File: src/rtl/vdp_video_pkg.sv
// -----------------------------------------------------------------------------
// vdp_video_pkg
//   Shared definitions for the VDP video regenerator:
//   - default raster geometry (pixels per line, NTSC/PAL line counts)
//   - counter widths (11-bit signed pixel counter, 9-bit line counter)
//   - colour channel type rgb_t at the default channel width
//   - frame_lines(): selects the frame length for the next frame
// -----------------------------------------------------------------------------
package vdp_video_pkg;

    localparam int HCNT_W          = 11;
    localparam int VCNT_W          = 9;

    localparam int RGB_W_DEF       = 6;
    localparam int HWIDTH_DEF      = 342;
    localparam int NLINES_NTSC_DEF = 262;
    localparam int NLINES_PAL_DEF  = 313;

    typedef logic [RGB_W_DEF-1:0]     rgb_t;
    typedef logic signed [HCNT_W-1:0] hcnt_t;
    typedef logic [VCNT_W-1:0]        vcnt_t;

    // Frame length in lines for the requested standard.
    function automatic vcnt_t frame_lines(input logic pal,
                                          input int   lines_ntsc,
                                          input int   lines_pal);
        return pal ? vcnt_t'(lines_pal) : vcnt_t'(lines_ntsc);
    endfunction

endpackage

File: src/rtl/vdp_frame_lock.sv
// -----------------------------------------------------------------------------
// vdp_frame_lock
//   Genlock tracker for the video regenerator. Watches the core vsync for a
//   falling edge (sampled on ena) and decides whether the local raster is
//   already aligned with it.
//
//   Ports:
//     clk, reset_n  clock, asynchronous active-low reset
//     ena           pixel-clock enable; the vsync history only advances on it
//     vs_n          core vsync (active low)
//     frame_top     local line counter is at line 0
//     frame_end     local raster is wrapping to line 0 on this cycle
//     resync        strobe: misaligned edge, reload the raster counters now
//     locked        registered lock status
// -----------------------------------------------------------------------------
module vdp_frame_lock
    import vdp_video_pkg::*;
#(
    parameter int LOCK_FRAMES = 3
)(
    input  logic clk,
    input  logic reset_n,
    input  logic ena,
    input  logic vs_n,
    input  logic frame_top,
    input  logic frame_end,
    output logic resync,
    output logic locked
);

    localparam int                CNT_W   = $clog2(LOCK_FRAMES + 1);
    localparam logic [CNT_W-1:0]  CNT_MAX = CNT_W'(LOCK_FRAMES);

    logic             vs_prev;
    logic             fall;
    logic             aligned;
    logic [CNT_W-1:0] lock_cnt;
    logic [CNT_W-1:0] cnt_nx;

    assign fall    = ena && vs_prev && !vs_n;
    // An edge landing on the natural wrap is as good as one at line 0.
    assign aligned = frame_top || frame_end;
    assign resync  = fall && !aligned;

    always_comb begin
        cnt_nx = lock_cnt;
        if (lock_cnt != CNT_MAX) begin
            cnt_nx = lock_cnt + CNT_W'(1);
        end
    end

    always_ff @(posedge clk or negedge reset_n) begin
        if (!reset_n) begin
            vs_prev  <= 1'b1;
            lock_cnt <= '0;
            locked   <= 1'b0;
        end else begin
            if (ena) begin
                vs_prev <= vs_n;
            end
            if (fall) begin
                if (aligned) begin
                    lock_cnt <= cnt_nx;
                    locked   <= (cnt_nx == CNT_MAX);
                end else begin
                    lock_cnt <= '0;
                    locked   <= 1'b0;
                end
            end
        end
    end

endmodule

File: src/rtl/vdp_video_regen.sv
// -----------------------------------------------------------------------------
// vdp_video_regen
//   Regenerates clean HS/VS/DE and gated RGB from the VDP core pixel output.
//   Runs its own pixel/line counters (PAL or NTSC geometry, selected per
//   frame), genlocks them to the core vsync, and can pass the core signals
//   through untouched.
//
//   Ports:
//     clk, reset_n               clock, asynchronous active-low reset
//     ena                        10.7 MHz enable; CLK_DIV enables per pixel
//     pal_i                      1 = PAL line count, 0 = NTSC (frame boundary)
//     h_shift_i                  signed hcnt value loaded on resync
//     raw_i                      1 = mirror core sync/colour, de_o forced 1
//     vdp_hs_n_i, vdp_vs_n_i     core syncs
//     vdp_r_i/g_i/b_i            core colour
//     hs_n_o, vs_n_o, de_o       regenerated syncs and visible-area flag
//     r_o, g_o, b_o              gated colour
//     hcnt_o, vcnt_o             raster counters (hcnt signed)
//     locked_o                   genlock status
//
//   Build option: define VDP_SCANLINE_EN to halve the colour on odd lines
//   (not applied in raw mode).
// -----------------------------------------------------------------------------
module vdp_video_regen
    import vdp_video_pkg::*;
#(
    parameter int RGB_W       = RGB_W_DEF,
    parameter int HWIDTH      = HWIDTH_DEF,
    parameter int NLINES_NTSC = NLINES_NTSC_DEF,
    parameter int NLINES_PAL  = NLINES_PAL_DEF,
    parameter int CLK_DIV     = 2,
    parameter int HS_LEN      = 20,
    parameter int VS_LEN      = 4,
    parameter int BLANK_TOP   = 8,
    parameter int BLANK_L     = 60,
    parameter int BLANK_R     = 340,
    parameter int LOCK_FRAMES = 3
)(
    input  logic                     clk,
    input  logic                     reset_n,
    input  logic                     ena,
    input  logic                     pal_i,
    input  logic signed [HCNT_W-1:0] h_shift_i,
    input  logic                     raw_i,
    input  logic                     vdp_hs_n_i,
    input  logic                     vdp_vs_n_i,
    input  logic [RGB_W-1:0]         vdp_r_i,
    input  logic [RGB_W-1:0]         vdp_g_i,
    input  logic [RGB_W-1:0]         vdp_b_i,
    output logic                     hs_n_o,
    output logic                     vs_n_o,
    output logic                     de_o,
    output logic [RGB_W-1:0]         r_o,
    output logic [RGB_W-1:0]         g_o,
    output logic [RGB_W-1:0]         b_o,
    output logic signed [HCNT_W-1:0] hcnt_o,
    output logic [VCNT_W-1:0]        vcnt_o,
    output logic                     locked_o
);

    localparam hcnt_t      H_LAST     = hcnt_t'(HWIDTH - 1);
    localparam hcnt_t      H_SYNC_END = hcnt_t'(HS_LEN);
    localparam hcnt_t      H_VIS_L    = hcnt_t'(BLANK_L);
    localparam hcnt_t      H_VIS_R    = hcnt_t'(BLANK_R);
    localparam vcnt_t      V_SYNC_END = vcnt_t'(VS_LEN);
    localparam vcnt_t      V_VIS_T    = vcnt_t'(BLANK_TOP);
    localparam logic [1:0] DIV_LAST   = 2'(CLK_DIV - 1);

    logic [1:0] div;
    hcnt_t      hcnt;
    vcnt_t      vcnt;
    vcnt_t      nlines;

    logic tick;
    logic line_end;
    logic frame_end;
    logic resync;

    assign tick      = ena && (div == DIV_LAST);
    assign line_end  = tick && (hcnt == H_LAST);
    assign frame_end = line_end && (vcnt == (nlines - vcnt_t'(1)));

    // -------------------------------------------------------------------------
    // Genlock
    // -------------------------------------------------------------------------
    vdp_frame_lock #(
        .LOCK_FRAMES (LOCK_FRAMES)
    ) u_lock (
        .clk       (clk),
        .reset_n   (reset_n),
        .ena       (ena),
        .vs_n      (vdp_vs_n_i),
        .frame_top (vcnt == '0),
        .frame_end (frame_end),
        .resync    (resync),
        .locked    (locked_o)
    );

    // -------------------------------------------------------------------------
    // Raster counters. A resync wins over the normal advance; it only ever
    // fires on an enabled cycle, so the divider restarts cleanly.
    // -------------------------------------------------------------------------
    always_ff @(posedge clk or negedge reset_n) begin
        if (!reset_n) begin
            div    <= '0;
            hcnt   <= '0;
            vcnt   <= '0;
            nlines <= vcnt_t'(NLINES_NTSC);
        end else if (resync) begin
            div  <= '0;
            hcnt <= h_shift_i;
            vcnt <= '0;
        end else if (ena) begin
            div <= tick ? 2'd0 : div + 2'd1;
            if (tick) begin
                if (hcnt == H_LAST) begin
                    hcnt <= '0;
                    if (frame_end) begin
                        vcnt   <= '0;
                        // PAL/NTSC changes are only picked up here.
                        nlines <= frame_lines(pal_i, NLINES_NTSC, NLINES_PAL);
                    end else begin
                        vcnt <= vcnt + vcnt_t'(1);
                    end
                end else begin
                    hcnt <= hcnt + hcnt_t'(1);
                end
            end
        end
    end

    assign hcnt_o = hcnt;
    assign vcnt_o = vcnt;

    // -------------------------------------------------------------------------
    // Decode. hcnt is signed, so the negative shift window falls outside both
    // the sync pulse and the visible area.
    // -------------------------------------------------------------------------
    logic hs_act;
    logic vs_act;
    logic vis;

    assign hs_act = (hcnt >= hcnt_t'(0)) && (hcnt < H_SYNC_END);
    assign vs_act = (vcnt < V_SYNC_END);
    assign vis    = (vcnt >= V_VIS_T) && (hcnt >= H_VIS_L) && (hcnt <= H_VIS_R);

    logic [RGB_W-1:0] r_g;
    logic [RGB_W-1:0] g_g;
    logic [RGB_W-1:0] b_g;

    always_comb begin
        r_g = vis ? vdp_r_i : '0;
        g_g = vis ? vdp_g_i : '0;
        b_g = vis ? vdp_b_i : '0;
`ifdef VDP_SCANLINE_EN
        if (vcnt[0]) begin
            r_g = r_g >> 1;
            g_g = g_g >> 1;
            b_g = b_g >> 1;
        end
`endif
    end

    // -------------------------------------------------------------------------
    // Output registers
    // -------------------------------------------------------------------------
    always_ff @(posedge clk or negedge reset_n) begin
        if (!reset_n) begin
            hs_n_o <= 1'b1;
            vs_n_o <= 1'b1;
            de_o   <= 1'b0;
            r_o    <= '0;
            g_o    <= '0;
            b_o    <= '0;
        end else if (raw_i) begin
            hs_n_o <= vdp_hs_n_i;
            vs_n_o <= vdp_vs_n_i;
            de_o   <= 1'b1;
            r_o    <= vdp_r_i;
            g_o    <= vdp_g_i;
            b_o    <= vdp_b_i;
        end else begin
            hs_n_o <= !hs_act;
            vs_n_o <= !vs_act;
            de_o   <= vis;
            r_o    <= r_g;
            g_o    <= g_g;
            b_o    <= b_g;
        end
    end

endmodule
File: config.mk
export PLATFORM = sky130hd
export DESIGN_NAME = vdp_video_regen
export DESIGN_NICKNAME = d
export VERILOG_FILES = /design/src/rtl/vdp_video_pkg.sv /design/src/rtl/vdp_frame_lock.sv /design/src/rtl/vdp_video_regen.sv
export SDC_FILE = /design/constraint.sdc
export NUM_CORES = 1
export LEC_CHECK = 0
export ABC_AREA = 1
export BUFFER_PORTS_ARGS = -buffer_cell sky130_fd_sc_hd__buf_2
export CORE_MARGIN = 2
export CORE_UTILIZATION = 57
export CTS_CLUSTER_SIZE = 24
export DETAILED_ROUTE_END_ITERATION = 16
export PLACE_DENSITY = 0.84
export SYNTH_ARGS = -nofsm -noshare
export SYNTH_HDL_FRONTEND = slang
export SYNTH_SLANG_ARGS = --single-unit
File: constraint.sdc
create_clock -name clk -period 5.85 [get_ports clk]
set_clock_uncertainty 0.05 [all_clocks]
set_input_delay 0.2925 -clock clk [delete_from_list [all_inputs] [get_ports clk]]
set_output_delay 0.2925 -clock clk [all_outputs]
set_load 0.02 [all_outputs]
==> flow_metrics.env, run 1 <==
export IMPL_cp_num_cells=8
export IMPL_insertion_delay_ns=0.30
export IMPL_initial_core_util_pct=60.1
export IMPL_r2r_end="hcnt_o[4]"
export IMPL_drc=0
export IMPL_syn_area_per_cell_um2=8.02
export IMPL_ant_nets=0
export IMPL_clk_pin_slew_ns=0.09
export IMPL_ys_ff_latch=49
export IMPL_drv_slew=0
export IMPL_synth_top_family_by_area="simple AND/OR/NAND/NOR gates"
export IMPL_clock_sinks=49
export IMPL_finalHoldViolCount=0
export IMPL_setup_viol=0
export IMPL_post_route_util_pct=70.9
export IMPL_die_h_um=75.3
export IMPL_ys_warnings_count=0
export IMPL_reg2reg_from="vcnt_o[6]"
export IMPL_cts_inserted_buffers=5
export IMPL_fin_nets=477
export IMPL_fin_crit_ns=2.14
export IMPL_die_area_mm2=0.00567
export IMPL_antenna_found_initial=0
export IMPL_crit_fanout=14
export IMPL_synth_edf_count=0
export IMPL_drtIter0Drc=208
export IMPL_synth_seq_area_share_pct=42.5
export IMPL_cts_max_path_buffers=2
export IMPL_crit_path_end_kind="flip-flop"
export IMPL_syn_inst=361
export IMPL_synth_simple_area_share_pct=30.1
export IMPL_grt_pass1_vias=2313
export IMPL_criticalPathCategory="flip-flop to flip-flop"
export IMPL_rsz0062_at_grt="false"
export IMPL_synth_area_mm2=0.00290
export IMPL_outcome="finished, final reports clean"
export IMPL_power_density_mw_per_mm2=251
export IMPL_tightest_slew_ns=1.01
export IMPL_synth_async_reset_ratio_pct=100
export IMPL_holdBufCountCts=0
export IMPL_setup_worst_path_end="hcnt_o[4]"
export IMPL_ios=78
export IMPL_ys_types=42
export IMPL_slowest_delay_ns=0.47
export IMPL_grt_use_total_pct=24.2
export IMPL_slowest_stage="a21oi_4"
export IMPL_first_pass_iters=4
export IMPL_synth_compound_area_share_pct=10.4
export IMPL_startpoint="vcnt_o[6]"
export IMPL_cp_data_required_time_ns=5.99
export IMPL_cts_resized_gates=0
export IMPL_grt_pass1_wl_um=10400
export IMPL_rows=25
export IMPL_critPathTopFamily="simple AND/OR/NAND/NOR gates"
export IMPL_vias=2586
export IMPL_hp_class="primary input to async pin"
export IMPL_cp_cell_sequence="inv_2, nand2_1, nor2_1, nand3_2, a21oi_4, inv_2, nand2_1, nand2_1"
export IMPL_cap_viol_max_count=0
export IMPL_num_antenna_cells=0
export IMPL_fin_cells=501
export IMPL_wl_per_cell_um=12.8
export IMPL_grt_start_max_net_pins=50
export IMPL_placedCellCount=493
export IMPL_p_leak_nw=1.98
export IMPL_syn_to_final_growth_pct=18.0
export IMPL_routed_wl_um=6410
export IMPL_arrival_ns=2.28
export IMPL_mappedNetlistNets=405
export IMPL_synthMuxAreaShare_pct=0
export IMPL_io_buffers=77
export IMPL_synthAdderAreaFrac_pct=3.46
export IMPL_worst_path_buf_inv=2
export IMPL_cts_htree_levels=2
export IMPL_fp_coreArea_mm2=0.00482
export IMPL_drive_above_1_share_pct=28.1
export IMPL_gp_congestion=0.868
export IMPL_globalRoute_totalOverflow=0
export IMPL_dpl_hpwl_um=4650
export IMPL_post_cts_setup_buffer_count=0
export IMPL_dieWidth_um=75.3
export IMPL_rrSetupSlack_ns=3.71
export IMPL_cp_common_cell="nand2_1"
export IMPL_start_kind="flip-flop"
export IMPL_vdd_drop_max_uv=186
export IMPL_synth_xor_area_share_pct=4.24
export IMPL_slew_headroom_pct=32.4
export IMPL_viasPerCell=5.16
export IMPL_synth_flop_cell="dfrtp_1"
export IMPL_fin_crit_sh_pct=36.5
export IMPL_cts_tree="built"
export IMPL_max_clock_freq_ghz=0.468
export IMPL_cts_root_buf="clkbuf_8"
export IMPL_tns_ns=0
export IMPL_r2r_cells=8
[worst min path at each step]
stage	from	slack, ns	end	cells after the start
floorplan	reset_n	-0.05	b_o[0]	0
global placement	nlines[2]	0.42	nlines[2]	2
detailed placement	nlines[2]	0.42	nlines[2]	2
CTS	reset_n	0.15	g_o[2]	1
global route	pal_i	0.16	nlines[2]	3
finish	reset_n	0.11	g_o[2]	1
[cell families (layout without fill, tap and decap cells)]
family / Yosys count / in the layout
compound gates: 34 / 34
xor+xnor: 14 / 14
fa+ha+maj: 8 / 8
buf+inv: 61 / 134
flops: 49 / 49
simple gates: 195 / 195
[power by group]
| part | switching (mW) | total [mW] | internal (mW) |
|---|---|---|---|
| Sequential | 0.0275 | 0.394 | 0.366 |
| Combinational | 0.115 | 0.183 | 0.0681 |
| Clock | 0.112 | 0.282 | 0.170 |
| Total | 0.254 | 0.859 | 0.604 |
[Yosys cell counts, types with 3 or more instances]
cell type | instances | area share (%)
nand2_1 | 114 | 15
inv_1 | 40 | 5.2
buf_2 | 5 | 0.86
nor2_1 | 34 | 4.4
xor2_1 | 14 | 4.2
nand4_1 | 14 | 3.0
nand3_1 | 14 | 2.4
a21boi_0 | 9 | 2.3
dfstp_2 | 4 | 3.6
ha_1 | 8 | 3.5
a21boi_2 | 8 | 3.1
o21ai_0 | 3 | 0.52
nor3_1 | 3 | 0.52
dfrtp_1 | 45 | 39
nand3b_1 | 5 | 1.3
buf_6 | 3 | 1.2
inv_2 | 8 | 1.0
[state kept, by name, summed over array words and instances (netlist names), 2 cells and up]
signal,flops
g_o,6
b_o,6
vcnt_o,9
div,2
nlines,2
hcnt_o,11
r_o,6
u_lock.lock_cnt,2
[worst reg2reg max path: stages, from the launching register on]
cell,delay (ns)
dfrtp_1,0.46
inv_2,0.11
nand2_1,0.08
nor2_1,0.18
nand3_2,0.33
a21oi_4,0.47
inv_2,0.17
nand2_1,0.11
nand2_1,0.05
[routing by layer]
metal | global-route usage [%] | up-vias | share of wire, %
met4 | 6.43 | 0 | 1.8
met5 | 0 | - | 0
met2 | 38.3 | 99 | 46
li1 | - | 1277 | -
met3 | 7.50 | 12 | 7.8
met1 | 32.6 | 1198 | 44
[placed cells by master (no fill, tap or decap), types with 2 or more instances in the layout]
cell type  synthesis  routed
nand2_1          114     114
inv_1             40      40
o21ai_0            3       3
nor3_1             3       3
a21oi_1            2       2
dfrtp_1           45      45
inv_2              8       8
nand4_1           14      14
o211ai_1           2       2
nor2_2             2       2
nor3_2             2       2
a21boi_0           9       9
nand3_1           14      14
ha_1               8       8
nand3b_1           5       5
xor2_1            14      14
buf_2              5      77
bufinv_16          0       2
nor2_1            34      34
a21boi_2           8       8
clkbuf_8           0       5
dfstp_2            4       4
[layout make-up]
cell class,count,area (µm²)
fill,414,1400
multi-input combinational,251,1400
sequential,49,1230
timing repair buffer,77,385
inverter,49,186
tap,67,83.8
clock buffer,5,68.8
clock inverter,3,65.1
[stage by stage]
stage	total power [mW]	setup slack [ns]	area (µm²)	hold slack, ns
after floorplan	0.520	4.00	2900	-0.0531
after global placement	0.580	3.84	3280	0.419
after detailed placement	0.586	3.78	3280	0.424
after CTS	0.865	3.76	3420	0.151
after global routing	0.907	3.53	3420	0.159
final	0.859	3.71	3420	0.105
No activity file was read; power rests on OpenSTA's default activity.
==> inputs of run 2 (changes only) <==
--- a/config.mk
+++ b/config.mk
@@ -5,13 +5,13 @@
 export SDC_FILE = /design/constraint.sdc
 export NUM_CORES = 1
 export LEC_CHECK = 0
-export ABC_AREA = 1
+export ABC_AREA = 0
 export BUFFER_PORTS_ARGS = -buffer_cell sky130_fd_sc_hd__buf_2
 export CORE_MARGIN = 2
-export CORE_UTILIZATION = 57
+export CORE_UTILIZATION = 46
 export CTS_CLUSTER_SIZE = 24
 export DETAILED_ROUTE_END_ITERATION = 16
-export PLACE_DENSITY = 0.84
+export PLACE_DENSITY = 0.74
 export SYNTH_ARGS = -nofsm -noshare
 export SYNTH_HDL_FRONTEND = slang
 export SYNTH_SLANG_ARGS = --single-unit
==> constraint.sdc (replaced) <==
create_clock -name clk -period 1.8 [get_ports clk]
set_clock_uncertainty 0.05 [all_clocks]
set_input_delay 0.09 -clock clk [delete_from_list [all_inputs] [get_ports clk]]
set_output_delay 0.09 -clock clk [all_outputs]
set_load 0.02 [all_outputs]
==> run 2 against run 1 <==
  * The run now ends with setup timing left
  * Largest cell class unchanged
  * Die area is 9.0% higher
  * Wire length is 21% higher
  * Total power grew to 3.4 times the previous value
  * Clock-buffer cell count stayed put
  * Non-clock buffer count is 89 higher
  * Final cell count is 5.2% lower
  * Sequential share of layout area is 5.3 points lower
  * Worst setup slack worse by 4.1 ns
  * Hold slack worse by 0.014 ns
  * Critical path depth stayed put
==> flow_metrics.env, run 2 <==
export IMPL_placedCellCount=428
export IMPL_cts_tree="built"
export IMPL_vias=2530
export IMPL_worst_hold_slack_ns=0.0909
export IMPL_criticalPathCategory="flip-flop to flip-flop"
export IMPL_arrival_ns=2.35
export IMPL_finalHoldViolCount=0
export IMPL_gp_congestion=0.910
export IMPL_largest_reg_flops=11
export IMPL_syn_area_per_cell_um2=10.7
export IMPL_rows=27
export IMPL_initial_core_util_pct=47.0
export IMPL_routed_wl_um=7770
export IMPL_cts_max_path_buffers=2
export IMPL_stdcell_area_mm2=0.00401
export IMPL_tightest_slew_ns=0.317
export IMPL_wl_per_cell_um=16.3
export IMPL_syn_to_final_growth_pct=56.5
export IMPL_p_leak_nw=2.01
export IMPL_synth_async_reset_ratio_pct=100
export IMPL_wl_met2_um=4000
export IMPL_fin_crit_ns=2.21
export IMPL_insertion_delay_ns=0.30
export IMPL_ys_types=53
export IMPL_violations="setup timing"
export IMPL_fin_cells=475
export IMPL_grt_use_total_pct=25.4
export IMPL_num_antenna_cells=0
export IMPL_cp_data_required_time_ns=1.94
export IMPL_io_buffers=77
export IMPL_wl_met3_um=545
export IMPL_dpl_cell_area_mm2=0.00340
export IMPL_cts_inserted_buffers=5
export IMPL_synth_area_mm2=0.00256
export IMPL_ys_warnings_count=0
export IMPL_antenna_found_initial=0
export IMPL_post_route_util_pct=73.6
export IMPL_grt_pass1_vias=2587
export IMPL_fin_crit_sh_pct=123
export IMPL_first_pass_iters=5
export IMPL_synth_largest_area_cell="dfrtp_1"
export IMPL_clock_sinks=49
export IMPL_tns_ns=-8.40
export IMPL_ys_ff_latch=49
export IMPL_start_kind="flip-flop"
export IMPL_max_clock_freq_ghz=0.452
export IMPL_drtIter0Drc=161
export IMPL_clk_pin_slew_ns=0.10
export IMPL_fp_coreArea_mm2=0.00544
export IMPL_grt_pass1_wl_um=12300
export IMPL_vdd_drop_max_uv=633
export IMPL_cts_htree_levels=2
export IMPL_grt_start_max_net_pins=50
export IMPL_syn_inst=239
export IMPL_top_layer_used="met4"
export IMPL_wl_met1_um=3030
export IMPL_drv_slew=0
export IMPL_fin_nets=446
export IMPL_outcome="complete, but fails checks"
export IMPL_die_h_um=78.6
export IMPL_ios=78
export IMPL_ant_nets=0
export IMPL_layout_commonest_cell="buf_2"
export IMPL_rrSetupSlack_ns=-0.41
export IMPL_dpl_hpwl_um=4620
export IMPL_dieWidth_um=78.6
export IMPL_synth_flop_cell="dfrtp_1"
export IMPL_viasPerCell=5.33
export IMPL_power_density_mw_per_mm2=729
export IMPL_yosys_top_cells_area="dfrtp_1 44%, mux2_4 5.3%, and2_1 4.6%"
export IMPL_total_power_mw=2.92
export IMPL_drc=0
export IMPL_die_area_mm2=0.00617
export IMPL_crit_path_end_kind="flip-flop"
export IMPL_cts_root_buf="clkbuf_8"
export IMPL_synth_top_area_share_pct=44.0
export IMPL_setup_slack_ns=-0.413
export IMPL_setup_viol=25
export IMPL_synth_seq_area_share_pct=48.1
export IMPL_rsz0062_at_grt="true"
export IMPL_crit_fanout=5
export IMPL_cap_viol_max_count=0
export IMPL_mappedNetlistNets=283
export IMPL_synth_most_common_cell="dfrtp_1"
export IMPL_synth_common_cells="45 x dfrtp_1, 20 x nand2_1, 19 x and2_1"
export IMPL_slew_headroom_pct=78.7
export IMPL_synth_edf_count=0
export IMPL_dp_slack_ns=-0.325
export IMPL_globalRoute_totalOverflow=0
export IMPL_drive_above_1_share_pct=46.7
export IMPL_hp_class="primary input to flip-flop"
export IMPL_final_cell_mix="77 x buf_2, 45 x buf_4, 44 x dfrtp_1"
run 2: cell count changes after synthesis, sizes merged, moves of 6 or more:
| cell | previous run | this run |
|---|---|---|
| xor2 | 14 | 6 |
| nand2 | 116 | 20 |
| nor2 | 37 | 7 |
| and2 | 0 | 19 |
| a21oi | 4 | 13 |
| inv | 49 | 9 |
| nand4 | 14 | 2 |
| o21ai | 4 | 10 |
| a21boi | 18 | 0 |
| mux2 | 0 | 13 |
run 2: path summary, 6_finish.rpt:
check | from | end | depth (start not counted)
max in group asynchronous | reset_n | u_lock.vs_prev | 3
hold / removal | ena | div[0] | 3
setup / recovery | nlines[2] | vcnt_o[3] | 8
min in group asynchronous | reset_n | hcnt_o[3] | 3
hold reg to reg | u_lock.locked | u_lock.locked | 2
setup reg to reg | nlines[2] | vcnt_o[3] | 8
run 2: critical path, stage by stage, from the launching register on:
cell and delay, ns:
dfstp_2 0.59, inv_4 0.06, ha_4 0.26, xor2_1 0.20, nand3_2 0.14, or3_4 0.36, buf_6 0.15, a31oi_2 0.21
a21oi_2 0.09
run 2: where the power goes:
| group | switching [mW] | internal, mW |
|---|---|---|
| registers | 0.0859 | 1.22 |
| logic | 0.472 | 0.451 |
| clock network | 0.404 | 0.289 |
run 2: cell type report:
| type | count | area [µm²] |
|---|---|---|
| clock inverter | 3 | 26.3 |
| multi-input combinational | 171 | 1350 |
| inverter | 9 | 36.3 |
| tap | 72 | 90.1 |
| fill | 362 | 1430 |
| clock buffer | 5 | 68.8 |
| timing repair buffer | 166 | 1200 |
| sequential | 49 | 1230 |
run 2: logic make-up after synthesis:
family | share of synthesized area [%]
and+or+nand+nor | 22.9
DFF | 48.1
AOI/OAI and AO/OA | 10.9
buffers and inverters | 4.06
muxes | 7.43
xor gates and xnor gates | 2.74
adders and majority gates | 3.91
run 2: what timing repair did:
item,CTS,global route
setup endpoints to repair,25,31
resized for setup,14,19
pin swaps,10,4
hold buffers,34,1
endpoints found under the hold margin,83,1
setup buffers,2,3
run 2: layer usage:
metal | vias up | track usage (%)
met5 | - | 0
met4 | 0 | 8.95
met3 | 19 | 6.90
met2 | 116 | 43.9
met1 | 1216 | 30.4
li1 | 1179 | -
==> inputs of run 3 (changes only) <==
--- a/config.mk
+++ b/config.mk
@@ -8,10 +8,11 @@
 export ABC_AREA = 0
 export BUFFER_PORTS_ARGS = -buffer_cell sky130_fd_sc_hd__buf_2
 export CORE_MARGIN = 2
-export CORE_UTILIZATION = 46
+export CORE_UTILIZATION = 47
 export CTS_CLUSTER_SIZE = 24
 export DETAILED_ROUTE_END_ITERATION = 16
 export PLACE_DENSITY = 0.74
 export SYNTH_ARGS = -nofsm -noshare
 export SYNTH_HDL_FRONTEND = slang
+export SYNTH_HIERARCHICAL = 1
 export SYNTH_SLANG_ARGS = --single-unit
==> run 3 against run 2 <==
  * The flow still finishes with violations (setup timing)
  * Clock-buffer cell count did not move
  * Hold slack improved by 0.065 ns
  * Final area is 14% higher
  * Total power increased by 33%
  * Die area up 6.7%
  * Clock power grew 1%
  * Sequential share of layout area shrank 3.8 points
  * Fmax is 16% lower
  * Synthesized cell count rose by 28%
  * Non-clock buffer count grew 19
  * Utilization is 4.7 points higher
  * Via count grew 27%
==> flow_metrics.env, run 3 <==
export IMPL_die_area_mm2=0.00659
export IMPL_synthAdderAreaFrac_pct=3.58
export IMPL_max_clock_freq_ghz=0.380
export IMPL_vias=3205
export IMPL_clock_sinks=49
export IMPL_layout_commonest_cell="buf_2"
export IMPL_dp_slack_ns=-0.804
export IMPL_synthMuxAreaShare_pct=1.16
export IMPL_ys_types=62
export IMPL_syn_to_final_growth_pct=63.7
export IMPL_violations="setup timing"
export IMPL_fin_crit_ns=2.63
export IMPL_drv_slew=0
export IMPL_tightest_slew_ns=0.608
export IMPL_start_kind="flip-flop"
export IMPL_initial_core_util_pct=47.8
export IMPL_hp_class="primary input to flip-flop"
export IMPL_clk_pin_slew_ns=0.10
export IMPL_viasPerCell=5.81
export IMPL_cp_data_required_time_ns=1.95
export IMPL_mappedNetlistNets=349
export IMPL_power_density_mw_per_mm2=846
export IMPL_cts_htree_levels=2
export IMPL_grt_pass1_wl_um=14600
export IMPL_synth_top_family_by_area="simple AND/OR/NAND/NOR gates"
export IMPL_dieWidth_um=81.2
export IMPL_synth_common_cells="45 x dfrtp_1, 43 x nand2_1, 26 x nand3_1"
export IMPL_first_pass_iters=5
export IMPL_grt_use_total_pct=29.0
export IMPL_cts_max_path_buffers=2
export IMPL_synth_most_common_cell="dfrtp_1"
export IMPL_syn_area_per_cell_um2=9.18
export IMPL_fp_coreArea_mm2=0.00585
export IMPL_p_leak_nw=2.13
export IMPL_insertion_delay_ns=0.31
export IMPL_vdd_drop_max_uv=651
export IMPL_cp_cell_sequence="inv_2, ha_4, xor2_1, nand4_1, nor4_4, nor3_4, bufinv_16, nand2_4, nor4_4, mux2_4"
export IMPL_synth_async_reset_ratio_pct=100
export IMPL_synth_xor_area_share_pct=3.13
export IMPL_fin_nets=520
export IMPL_rows=28
export IMPL_cts_root_buf="clkbuf_8"
export IMPL_synth_area_mm2=0.00280
export IMPL_routed_wl_um=10100
export IMPL_ios=78
export IMPL_globalRoute_totalOverflow=0
export IMPL_setup_slack_ns=-0.830
export IMPL_criticalPathCategory="flip-flop to flip-flop"
export IMPL_dpl_hpwl_um=5840
export IMPL_syn_inst=305
export IMPL_largest_reg_flops=11
export IMPL_drtIter0Drc=243
export IMPL_arrival_ns=2.78
export IMPL_setup_viol=27
export IMPL_outcome="complete, but fails checks"
export IMPL_synth_compound_area_share_pct=17.6
export IMPL_grt_start_max_net_pins=27
export IMPL_finalHoldViolCount=0
export IMPL_synth_simple_area_share_pct=25.4
export IMPL_cts_inserted_buffers=5
export IMPL_gp_congestion=0.917
export IMPL_num_antenna_cells=0
export IMPL_drc=0
export IMPL_crit_path_end_kind="flip-flop"
export IMPL_synth_flop_cell="dfrtp_1"
export IMPL_drive_above_1_share_pct=44.9
export IMPL_cts_tree="built"
export IMPL_final_cell_mix="78 x buf_2, 55 x buf_4, 43 x dfrtp_1"
export IMPL_fin_crit_sh_pct=146
export IMPL_wl_per_cell_um=18.2
export IMPL_ys_warnings_count=6
export IMPL_antenna_found_initial=0
export IMPL_synth_largest_area_cell="dfrtp_1"
export IMPL_die_h_um=81.2
export IMPL_ant_nets=0
export IMPL_grt_pass1_vias=2977
export IMPL_yosys_top_cells_area="dfrtp_1 40%, nand2_1 5.8%, nand3_1 4.6%"
export IMPL_slowest_delay_ns=0.56
export IMPL_synth_seq_area_share_pct=44.0
export IMPL_slew_headroom_pct=59.5
export IMPL_slowest_stage="dfstp_2"
export IMPL_io_buffers=77
export IMPL_crit_fanout=3
export IMPL_synth_top_area_share_pct=40.2
export IMPL_synth_edf_count=0
export IMPL_cp_common_cell="nor4_4"
export IMPL_worst_hold_slack_ns=0.156
export IMPL_ys_ff_latch=49
export IMPL_cap_viol_max_count=0
export IMPL_rsz0062_at_grt="true"
run 3: cell count changes after synthesis, sizes merged, moves of 4 or more:
cell    before  now
nand2       20   43
o21ai       10   31
and2        19    1
nand3       13   26
mux2        13    2
o211ai       1   10
clkbuf       2   10
nor2         7   14
nand4        2    7
a21oi       13    9
o31ai        0    4
run 3: metal layers:
metal / track usage (%) / wire length (µm) / vias up
met5: 0 / 0 / -
met1: 35.6 / 3770 / 1548
met2: 52.5 / 5370 / 172
met4: 10.2 / 335 / 0
li1: - / - / 1451
met3: 3.22 / 588 / 34
run 3: worst max-delay path, delay by kind of cell (launching register included):
family	cells	cell delay [ns]
XOR/XNOR	1	0.16
adder cells (fa/ha/maj)	1	0.26
buffers and inverters	2	0.28
flip-flops	1	0.56
multiplexers	1	0.33
AND/OR/NAND/NOR	5	0.88
run 3: metrics by stage:
step                total power, mW  TNS, ns  instances  util [%]  cell area, µm²
floorplan                      2.27   -12.90        305         -            2940
global placement               2.90   -13.18        496      64.5            3770
detailed placement             2.93   -15.82        496      64.5            3770
CTS                            3.78   -13.44        548      75.9            4440
global route                   4.07   -19.57        552      78.3            4580
finish                         3.88   -16.73        552      78.3            4580
run 3: cells by family after synthesis:
group / Yosys count
and+or+nand+nor: 127
DFF: 49
muxes: 3
buffers and inverters: 32
AOI/OAI and AO/OA: 76
adders and majority gates: 8
xor gates and xnor gates: 10
run 3: path summary, 6_finish.rpt:
path,start,to,slack (ns),depth (start not counted)
setup / recovery,nlines[2],nlines[4],-0.83,10
hold / removal,raw_i,g_o[4],0.16,3
setup reg to reg,nlines[2],nlines[4],-0.83,10
hold reg to reg,u_lock/lock_cnt[0],u_lock/lock_cnt[0],0.45,2
max in group asynchronous,reset_n,vs_n_o,0.80,3
min in group asynchronous,reset_n,vcnt_o[6],0.26,2
run 3: power breakdown:
group	internal (mW)	total [mW]	switching (mW)
Clock	0.284	0.702	0.419
Combinational	0.773	1.81	1.04
Sequential	1.28	1.36	0.0794
Total	2.34	3.88	1.54
run 3: repair_timing:
item,4_1_cts,5_1_grt
hold buffers,34,0
cloned,0,1
setup endpoints to repair,27,27
resized for setup,40,25
hold endpoints to repair,56,0
setup buffers,12,9
pin swaps,22,10
run 3: cell type report:
cell class,count,area (µm²)
Multi-Input combinational cell,224,1700
Timing Repair Buffer,185,1390
Fill cell,358,1270
Sequential cell,49,1230
Tap cell,75,93.8
Clock buffer,5,68.8
Inverter,11,67.6
Clock inverter,3,26.3
